File: src/rtl/cpu_pkg.sv
// Package shared by the program loader and the processor controller.
// Holds the opcode encodings and the loader state encoding.
package cpu_pkg;

  localparam logic [3:0] OP_NOOP  = 4'd0;
  localparam logic [3:0] OP_STORE = 4'd1;
  localparam logic [3:0] OP_LOAD  = 4'd2;
  localparam logic [3:0] OP_ADD   = 4'd3;
  localparam logic [3:0] OP_SUB   = 4'd4;
  localparam logic [3:0] OP_HALT  = 4'd5;

  typedef enum logic [2:0] {
    IDLE  = 3'd0,
    COUNT = 3'd1,
    HI    = 3'd2,
    LO    = 3'd3,
    WRITE = 3'd4,
    DONE  = 3'd5
  } loader_state_t;

endpackage

File: src/rtl/program_loader_word_assembler.sv
// loader_word_assembler: collects the high and low byte of an instruction word.
// Optional feature macro: PROGRAM_LOADER_OPCODE_CHECK_EN -- when defined, words whose
// opcode is above OP_HALT are flagged illegal and replaced by a NOOP word.
module loader_word_assembler
  import cpu_pkg::*;
(
  input  logic        clk,
  input  logic        reset,
  input  logic        load_hi,
  input  logic        load_lo,
  input  logic [7:0]  byte_in,
  output logic [15:0] word,
  output logic        illegal
);

  logic [7:0]  hi_q;
  logic [7:0]  lo_q;
  logic [15:0] raw;

  // Capture each byte on its strobe; the word stays stable through WRITE.
  always_ff @(posedge clk or posedge reset) begin
    if (reset) begin
      hi_q <= 8'h00;
      lo_q <= 8'h00;
    end else begin
      if (load_hi) hi_q <= byte_in;
      if (load_lo) lo_q <= byte_in;
    end
  end

  assign raw = {hi_q, lo_q};

`ifdef PROGRAM_LOADER_OPCODE_CHECK_EN
  // Opcodes beyond HALT are not executable; substitute a NOOP word.
  always_comb begin
    illegal = (raw[15:12] > OP_HALT);
    word    = illegal ? {OP_NOOP, 12'h000} : raw;
  end
`else
  // Words pass through unchanged.
  always_comb begin
    illegal = 1'b0;
    word    = raw;
  end
`endif

endmodule

File: src/rtl/program_loader.sv
// program_loader: writer side of the instruction memory. Takes a byte stream
// (count byte N, then N words high byte first), writes words at addresses 0..N-1,
// and holds the processor in reset until the load is complete.
// Optional feature macro: PROGRAM_LOADER_OPCODE_CHECK_EN (opcode check in the assembler).
//
// state | meaning
// IDLE  | after reset, waiting for start
// COUNT | accept word-count byte N
// HI    | accept high byte of the next word
// LO    | accept low byte of the next word
// WRITE | one-cycle memory write of the assembled word
// DONE  | load complete, processor running, waiting for start
module program_loader
  import cpu_pkg::*;
#(
  parameter int ADDR_W = 7,
  parameter int CNT_W  = 8
) (
  input  logic              clk,
  input  logic              reset,
  input  logic              start,
  input  logic [7:0]        byte_in,
  input  logic              byte_valid,
  output logic              byte_ready,
  output logic [ADDR_W-1:0] IM_addr,
  output logic [15:0]       IM_data,
  output logic              IM_wr,
  output logic              cpu_run,
  output logic              busy,
  output logic              err
);

  localparam int DEPTH = 2 ** ADDR_W;
  localparam logic [CNT_W:0] DEPTH_L = (CNT_W + 1)'(DEPTH);

  loader_state_t    state;
  loader_state_t    next_state;
  logic [CNT_W-1:0] remaining;
  logic             load_hi;
  logic             load_lo;
  logic             word_illegal;
  logic             too_big;
  logic             start_ok;

  assign too_big  = ({1'b0, byte_in[CNT_W-1:0]} > DEPTH_L);
  assign start_ok = start && ((state == IDLE) || (state == DONE));

  loader_word_assembler u_asm (
    .clk     (clk),
    .reset   (reset),
    .load_hi (load_hi),
    .load_lo (load_lo),
    .byte_in (byte_in),
    .word    (IM_data),
    .illegal (word_illegal)
  );

  // State register.
  always_ff @(posedge clk or posedge reset) begin
    if (reset) state <= IDLE;
    else       state <= next_state;
  end

  // Next-state logic, handshake ready, byte strobes and write enable.
  always_comb begin
    next_state = state;
    byte_ready = 1'b0;
    IM_wr      = 1'b0;
    load_hi    = 1'b0;
    load_lo    = 1'b0;
    case (state)
      IDLE: if (start) next_state = COUNT;
      COUNT: begin
        byte_ready = 1'b1;
        if (byte_valid) begin
          if (byte_in == 8'h00 || too_big) next_state = DONE;
          else                             next_state = HI;
        end
      end
      HI: begin
        byte_ready = 1'b1;
        if (byte_valid) begin
          load_hi    = 1'b1;
          next_state = LO;
        end
      end
      LO: begin
        byte_ready = 1'b1;
        if (byte_valid) begin
          load_lo    = 1'b1;
          next_state = WRITE;
        end
      end
      WRITE: begin
        IM_wr      = 1'b1;
        next_state = (remaining == CNT_W'(1)) ? DONE : HI;
      end
      DONE:    if (start) next_state = COUNT;
      default: next_state = IDLE;
    endcase
  end

  // Address/count datapath and status flags; cpu_run goes high one cycle after
  // entering DONE and drops on the same edge that a new session starts.
  always_ff @(posedge clk or posedge reset) begin
    if (reset) begin
      IM_addr   <= '0;
      remaining <= '0;
      busy      <= 1'b0;
      err       <= 1'b0;
      cpu_run   <= 1'b0;
    end else begin
      busy    <= (next_state != IDLE) && (next_state != DONE);
      cpu_run <= (state == DONE) && (next_state == DONE);
      if (start_ok) begin
        err     <= 1'b0;
        IM_addr <= '0;
      end
      if (state == COUNT && byte_valid) begin
        remaining <= byte_in[CNT_W-1:0];
        if (too_big) err <= 1'b1;
      end
      if (state == WRITE) begin
        IM_addr   <= IM_addr + 1'b1;
        remaining <= remaining - 1'b1;
        if (word_illegal) err <= 1'b1;
      end
    end
  end

endmodule

File: config.mk
export PLATFORM = sky130hd
export DESIGN_NAME = program_loader
export DESIGN_NICKNAME = d
export VERILOG_FILES = /design/src/rtl/cpu_pkg.sv /design/src/rtl/program_loader_word_assembler.sv /design/src/rtl/program_loader.sv
export SDC_FILE = /design/constraint.sdc
export NUM_CORES = 1
export LEC_CHECK = 0
export CAP_MARGIN = 20
export CORE_MARGIN = 2
export CORE_UTILIZATION = 49
export CTS_CLUSTER_DIAMETER = 100
export DETAILED_ROUTE_END_ITERATION = 8
export PLACE_DENSITY = 0.78
export SKIP_LAST_GASP = 1
export SLEW_MARGIN = 20
export SYNTH_ARGS = -nofsm -noshare
export SYNTH_HDL_FRONTEND = slang
export SYNTH_SLANG_ARGS = --single-unit
File: constraint.sdc
create_clock -name clk -period 2 [get_ports clk]
set_input_delay 0.4 -clock clk [delete_from_list [all_inputs] [get_ports clk]]
set_output_delay 0.4 -clock clk [all_outputs]
set_load 0.03 [all_outputs]
* Word-level counts from Yosys, hierarchy flattened
Index checks and enable logic that the tools add are counted.
** Storage, ports and cells
- Register bits after elaboration :: 37
- Word-level logic and storage cells :: 51
- Bits of input ports :: 12
- Output and inout port bits :: 28
** Operators by class
- Mux-type cells :: 19
- Add/sub/neg operators :: 2
- Reduce and logical (&&, ||, !) cells :: 13
- Equal/unequal tests :: 8
- Magnitude comparators :: 1
** Operators by type and width (count)
- $mux W3 :: 6
- $mux W8 :: 2
- $pmux W3 S5 :: 1
- $mux W7 :: 2
- $eq A3 B3 Y1 const B :: 3
- $eq A8 B1 Y1 const B :: 1
- $gt A8 B8 Y1 const B :: 1
- $logic_not A8 Y1 :: 1
- $mux W1 :: 8
- $sub A8 B1 Y8 const B :: 1
- $add A7 B1 Y7 const B :: 1
- $eq A3 B2 Y1 const B :: 2
- $logic_and A1 B1 Y1 :: 4
- $reduce_bool A2 Y1 :: 2
- $eq A3 B1 Y1 const B :: 1
- $logic_not A3 Y1 :: 1
- $ne A3 B3 Y1 const B :: 1
- $reduce_bool A3 Y1 :: 1
- $reduce_or A3 Y1 :: 1
- $logic_or A1 B1 Y1 :: 2
- $reduce_or A2 Y1 :: 1

* Logic depth before layout (Yosys ltp)
Gate-level depths: netlist of the first run.
- Depth in word-level cells :: 7
- Depth in mapped cells :: 8

* Hierarchy
A second synthesis of the first run with hierarchy kept.
** Unflattened totals
- Cells, all modules :: 177
- Area, all modules :: 1866.8 µm²
** By module, submodules not included
- program_loader :: cells an instance 140, area an instance 1188.6 µm², times used 1
- loader_word_assembler :: cells an instance 37, area an instance 678.2 µm², times used 1

* Worst setup path after synthesis of the first run
No wires, ideal clock.
- Path type :: register -> register
- Start point :: register state[1]
- End point :: register remaining[7]
- Data required time :: 1.863 ns
- Clock period less this slack :: 1.662 ns
- Arrival :: 1.525 ns
- Slack :: 0.338 ns
- Stages on the path, launching flop included :: 9
- Path through :: dfrtp_1 buf_6 or3b_1 buf_2 clkinv_2 and2_4 nand3_4 o211ai_2 o311ai_2
** On the way
- Longest elaborated chain between the ends :: 3
- Elaborated cells between the ends (all ways) :: 5
- Classes of those cells :: eq/ne (2); mux (1); reduce/logical (2)
** Ends and longest elaborated chain
- start, declared :: line program_loader.sv:36 : loader_state_t state;
- start signal, assigned :: line program_loader.sv:61 : else state <= next_state;
- $eq A3 B1 Y1 :: line program_loader.sv:119 : if (state == COUNT && byte_valid) begin
- $logic_and A1 B1 Y1 :: line program_loader.sv:119
- $reduce_bool A2 Y1 (no line)
- end signal, assigned :: line program_loader.sv:120 : remaining <= byte_in[CNT_W-1:0];
- end signal, assigned :: line program_loader.sv:125 : remaining <= remaining - 1'b1;
- end, declared :: line program_loader.sv:38 : logic [CNT_W-1:0] remaining;
Parallel ways exist; a longest one is shown, timed or not.
A chain may end at the register's enable or synchronous reset.

* Worst setup path after layout of the first run
- Start point :: register state[1]
- End point :: output port IM_wr
** On the way
- Longest elaborated chain between the ends :: 2
** Ends and longest elaborated chain
- $eq A3 B3 Y1 :: line program_loader.sv:71 : case (state)
- $mux W1 :: line program_loader.sv:71
- end, declared :: line program_loader.sv:27 : output logic IM_wr,
No other way between the ends.

==> flow_metrics.py, run 1 <==
metrics = {
    "final_layout": {
        "instances_no_fill": 272,
        "diodes": 0,
        "final_cell_mix": "clkdlybuf4s50_1 (37), dfrtp_1 (34), buf_4 (21), nand2_1 (20), mux2_2 (16)",
        "final_common_cell": "clkdlybuf4s50_1",
        "drive_gt1_share_pct": 24.3,
        "area_growth_pct": 35.0,
        "final_nets": 241,
    },
    "run": {
        "max-cap-violations": 0,
    },
    "pwr": {
        "p_int_mw": 2.10,
        "sw_frac_of_total_pct": 41.9,
        "power_density_nw_per_um2": 1510,
        "combPwrFrac_pct": 53.3,
        "p_switching_mw": 1.52,
        "peakVddDrop_uv": 1100,
        "power.leakage_nw": 1.06,
        "p_clk_share_pct": 11.2,
        "power_frac_seq_pct": 35.6,
    },
    "global_route": {
        "antenna_found_initial": 0,
        "grt_max_degree": 38,
        "grt_usage_pct": 22.1,
        "grt-ovfl-total": 0,
        "grt_pass1_vias": 1555,
        "grt_pass1_wl_um": 7080,
    },
    "sta": {
        "relSlewSlack_pct": 60.8,
        "slew_violations": 0,
        "final-setup-viol-count": 0,
        "worst_pin_slew_ns": 0.583,
        "rsz0062_at_grt": "false",
        "fin_crit_ns": 1.92,
        "hold_viol": 0,
        "clock_skew_ns": 0.00307,
        "hold-worst-slack_ns": 0.482,
        "fmax_ghz": 0.521,
        "tns_ns": 0,
        "finalCritPeriodShare_pct": 96.0,
    },
    "cts": {
        "cts_root_buf": "clkbuf_4",
        "tritoncts": "built",
        "clk_latency_ns": 0.35,
        "clockBufferDepth": 2,
        "clk_pin_slew_ns": 0.10,
        "htree_num_levels": 2,
        "cts_inserted_buffers": 5,
        "cts_sinks": 37,
    },
    "floorplanning": {
        "design.die.area_um2": 4130,
        "die_y_um": 64.2,
        "start_util_pct": 52.1,
        "num_rows": 21,
        "ioPinCount": 40,
        "die_w_um": 64.2,
        "core_um2": 3420,
    },
    "setup_path": {
        "worstPathRequired_ns": 1.60,
        "cp_slowest_cell": "or3b_4",
        "reg2reg_slack_ns": 0.21,
        "worstReg2RegStart": "remaining[2]",
        "start_kind": "register",
        "crit_path_end_kind": "output port",
        "crit_fanout": 7,
        "crit_chain": "or3b_4 > clkinv_2 > buf_4",
        "crit_type": "register to output port",
        "critPathMaxStageDelay_ns": 0.44,
        "crit_start": "state[1]",
        "cp.arrival_ns": 1.52,
    },
    "synth": {
        "syn-instance-count": 166,
        "ys_seq_area_share_pct": 52.1,
        "syn_area_um2": 1780,
        "ys_async_sr_fraction_pct": 100,
        "synth_edf_count": 0,
        "yosys_warnings": 0,
        "avgSynthCellArea_um2": 10.7,
        "synth_ff_type": "dfrtp_1",
        "synth_nets": 181,
        "ys_seq_elements": 37,
        "yosysUniqueCellTypes": 40,
    },
    "placement": {
        "numPortBuffers": 39,
        "place_hpwl_um": 3010,
        "gp_congestion": 0.859,
        "dp.cells": 260,
    },
    "routing": {
        "routed_wl_um": 4130,
        "wl_per_cell_um": 15.2,
        "drtIter0Drc": 68,
        "final_antenna_net_count": 0,
        "drc": 0,
        "drt_first_pass_iters": 4,
        "viasPerCell": 5.51,
        "via_count": 1498,
    },
    "status": {
        "status": "finished, final reports clean",
    },
    "hold_path": {
        "hold_class": "input pin to async pin",
    },
}
cells in the mapped netlist (all sizes together), types with 2 or more instances:
library cell / count / area share, %
ha: 3 / 2.1
o211ai: 3 / 1.5
dfrtp: 37 / 52
and2: 2 / 0.84
nor3b: 2 / 0.84
inv: 5 / 1.1
a22oi: 2 / 0.84
nor2: 15 / 3.3
mux2: 16 / 10
xor2: 2 / 0.99
and3: 2 / 0.70
nor4: 3 / 1.1
buf: 7 / 3.0
o311ai: 2 / 1.4
o21ai: 15 / 4.2
nand4: 2 / 0.70
nor2b: 3 / 1.1
a31oi: 2 / 0.70
nand2: 20 / 4.2
nand3: 8 / 3.0
a21oi: 3 / 0.84
worst max-delay path, delay by kind of cell (launching register included):
family / cells / cell delay, ns
buf+inv: 2 / 0.30
flops: 1 / 0.43
simple gates: 1 / 0.44
logic make-up after synthesis:
family / share of synthesized area, %
XOR/XNOR: 0.985
AND/OR/NAND/NOR: 17.2
buffers and inverters: 4.29
adder cells (fa/ha/maj): 2.11
flip-flops: 52.1
multiplexers: 10.1
AO/OA/AOI/OAI: 13.2
final cells by class:
| type | instances | area, µm² |
|---|---|---|
| flip-flops and latches | 37 | 930 |
| fillers | 252 | 1010 |
| clock buffers | 7 | 55.1 |
| well taps | 46 | 57.6 |
| multi-input cells | 116 | 778 |
| repair buffers | 60 | 557 |
| inverters | 6 | 23.8 |
power by group through the flow:
stage,Clock [mW],Combinational (mW),Sequential [mW]
3_3_place_gp,0,1.76,1.31
2_1_floorplan,0,0.827,1.65
5_1_grt,0.450,2.05,1.33
4_1_cts,0.410,1.81,1.33
6_report,0.403,1.93,1.29
3_5_place_dp,0,1.81,1.33
final timing paths:
check | end | cells after the start
max | IM_wr | 3
min reg2reg | IM_addr[6] | 1
min in group clk | IM_addr[6] | 1
max reg2reg | remaining[7] | 5
max in group asynchronous | state[0] | 3
min | u_asm.hi_q[5] | 3
registers in the layout, summed over array words and instances (netlist names):
register and flops:
IM_addr 7, state 3, busy 1, u_asm.lo_q 8, remaining 8, cpu_run 1
err 1, u_asm.hi_q 8
per-layer routing:
layer / vias to the layer above / GRT usage, % / share of wire [%] / wire (µm)
met4: 0 / 8.24 / 1.5 / 63
met3: 7 / 5.11 / 4.0 / 167
met1: 737 / 27.2 / 44 / 1840
li1: 715 / - / - / -
met5: - / 0 / 0 / 0
met2: 39 / 37.9 / 50 / 2070
per-stage QoR:
step | util [%] | area (µm²) | worst slack (ns) | power [mW]
floorplan | - | 1780 | 0.338 | 2.47
global placement | 67.4 | 2300 | -0.235 | 3.07
detailed placement | 67.4 | 2300 | -0.255 | 3.14
CTS | 69.2 | 2360 | 0.00339 | 3.55
global route | 70.3 | 2400 | 0.00760 | 3.83
finish | 70.3 | 2400 | 0.0798 | 3.62
timing repair:
item | 4_1_cts | 5_1_grt
hold endpoints to repair | 0 | 0
buffers inserted | 0 | 5
resized for setup | 4 | 1
setup endpoints to repair | 2 | 1
hold buffers | 0 | 0
(Power assumes the default switching activity.)
==> inputs of run 2 (changes only) <==
--- a/config.mk
+++ b/config.mk
@@ -11,8 +11,8 @@
 export CTS_CLUSTER_DIAMETER = 100
 export DETAILED_ROUTE_END_ITERATION = 8
 export PLACE_DENSITY = 0.78
+export SETUP_SLACK_MARGIN = 0.1
 export SKIP_LAST_GASP = 1
-export SLEW_MARGIN = 20
 export SYNTH_ARGS = -nofsm -noshare
 export SYNTH_HDL_FRONTEND = slang
 export SYNTH_SLANG_ARGS = --single-unit
==> run 2 against run 1 <==
Clock power hardly changed. Die area did not move. Via count increased by 2.0%. Sequential power hardly changed. Largest power group unchanged. Worst hold slack gained 0.0064 ns. Highest routed layer unchanged.
==> flow_metrics.py, run 2 (synthesized netlist as in run 1, its figures left out) <==
metrics = {
    "final_layout": {
        "n_fill_cell": 251,
        "area_growth_pct": 36.9,
        "final_nets": 242,
        "final_cell_mix": "dfrtp_1 (34), clkdlybuf4s50_1 (32), buf_4 (22), nand2_1 (20), mux2_2 (16)",
        "diodes": 0,
        "final_common_cell": "dfrtp_1",
        "drive_gt1_share_pct": 26.4,
        "reg_top3": "remaining x8, u_asm.hi_q x8, u_asm.lo_q x8",
        "post-route-util_pct": 71.3,
    },
    "global_route": {
        "top_usage_layer": "met2",
        "grtUsageMet1_pct": 28.3,
        "grt_pass1_vias": 1577,
        "antenna_found_initial": 0,
        "grt-ovfl-total": 0,
        "grt_max_degree": 38,
        "grt_usage_pct": 22.7,
        "grt_pass1_wl_um": 7240,
        "met3_usage_pct": 5.11,
        "grt_use_met2_pct": 38.7,
    },
    "cts": {
        "cts_inserted_buffers": 5,
        "clk_latency_ns": 0.35,
        "clockBufferDepth": 2,
        "cts_sinks": 37,
        "tritoncts": "built",
        "htree_num_levels": 2,
        "cts_root_buf": "clkbuf_4",
        "clk_pin_slew_ns": 0.11,
    },
    "routing": {
        "drt_first_pass_iters": 4,
        "via_count": 1528,
        "final_antenna_net_count": 0,
        "routed_wl_um": 4340,
        "wl_per_cell_um": 15.9,
        "drc": 0,
        "drtIter0Drc": 85,
        "viasPerCell": 5.60,
    },
    "pwr": {
        "power.leakage_nw": 1.14,
        "peakVddDrop_uv": 1100,
        "power_density_nw_per_um2": 1500,
    },
    "floorplanning": {
        "core_um2": 3420,
        "die_w_um": 64.2,
        "start_util_pct": 52.1,
        "die_y_um": 64.2,
        "ioPinCount": 40,
        "num_rows": 21,
        "design.die.area_um2": 4130,
    },
    "sta": {
        "setup_ws_ns": 0.130,
        "clock_skew_ns": 0.00460,
        "rsz0062_at_grt": "true",
        "hold-worst-slack_ns": 0.488,
        "hold_viol": 0,
        "final-setup-viol-count": 0,
        "worst_pin_slew_ns": 0.473,
        "finalCritPeriodShare_pct": 93.5,
        "slew_violations": 0,
        "fin_crit_ns": 1.87,
        "fmax_ghz": 0.535,
        "tns_ns": 0,
        "relSlewSlack_pct": 68.4,
    },
    "placement": {
        "gp_congestion": 0.859,
        "numPortBuffers": 39,
        "place_hpwl_um": 3010,
        "place_ws_ns": -0.255,
    },
    "status": {
        "status": "finished, final reports clean",
    },
    "setup_path": {
        "crit_fanout": 7,
        "crit_type": "register to output port",
        "crit_path_end_kind": "output port",
        "start_kind": "register",
        "cp.arrival_ns": 1.47,
        "worstPathRequired_ns": 1.60,
    },
    "run": {
        "max-cap-violations": 0,
    },
    "hold_path": {
        "hold_class": "input pin to async pin",
    },
}
-- run 2: cell types whose count changed in the layout (fill, tap and decap cells not counted), sizes merged --
cell / previous run / this run
dlymetal6s2s: 0 / 4
buf: 22 / 23
clkinv: 1 / 0
clkbuf: 7 / 8
clkdlybuf4s50: 37 / 32
inv: 5 / 6
-- run 2: path summary, 6_finish.rpt --
kind,startpoint,end,slack [ns],depth (start not counted)
setup reg to reg,remaining[1],busy,0.17,6
hold / removal,reset,u_asm.hi_q[5],0.49,3
min in group clk,IM_addr[6],IM_addr[6],0.51,1
setup / recovery,state[0],IM_wr,0.13,3
hold reg to reg,IM_addr[6],IM_addr[6],0.51,1
max in group asynchronous,reset,state[0],1.16,3
-- run 2: report_power, final --
part           switching (mW)  internal [mW]
combinational            1.08          0.877
clock                   0.240          0.166
sequential              0.234           1.06
total                    1.55           2.11
-- run 2: layout make-up --
class	instances	area (µm²)	area share (%)
multi-input cells	116	796	32.7
flip-flops and latches	37	930	38.2
clock buffers	7	55.1	2.26
well taps	46	57.6	2.36
repair buffers	61	569	23.4
inverters	6	27.5	1.13
-- run 2: through the flow --
stage | power (mW) | instances | area (µm²)
detailed placement | 3.14 | 260 | 2300
global placement | 3.07 | 260 | 2300
global route | 3.86 | 273 | 2430
CTS | 3.63 | 272 | 2400
finish | 3.66 | 273 | 2430
floorplan | 2.47 | 166 | 1780
-- run 2: routing by layer --
layer / vias to the layer above / share of wire [%] / routed length, µm
met5: - / 0 / 0
met2: 53 / 51 / 2200
met3: 7 / 4.9 / 214
met1: 751 / 43 / 1860
li1: 717 / - / -
met4: 0 / 1.5 / 63
-- run 2: what timing repair did --
action / in CTS / in global routing
gates cloned: 0 / 0
hold buffers: 0 / 0
pin swaps: 0 / 1
resized for setup: 6 / 11
endpoints found under the setup margin: 3 / 9
endpoints found under the hold margin: 0 / 0
buffers inserted: 5 / 1
-- run 2: critical path: stages (launching register included) --
cell     delay (ns)
dfrtp_2        0.42
or3b_4         0.44
inv_6          0.10
buf_4          0.16
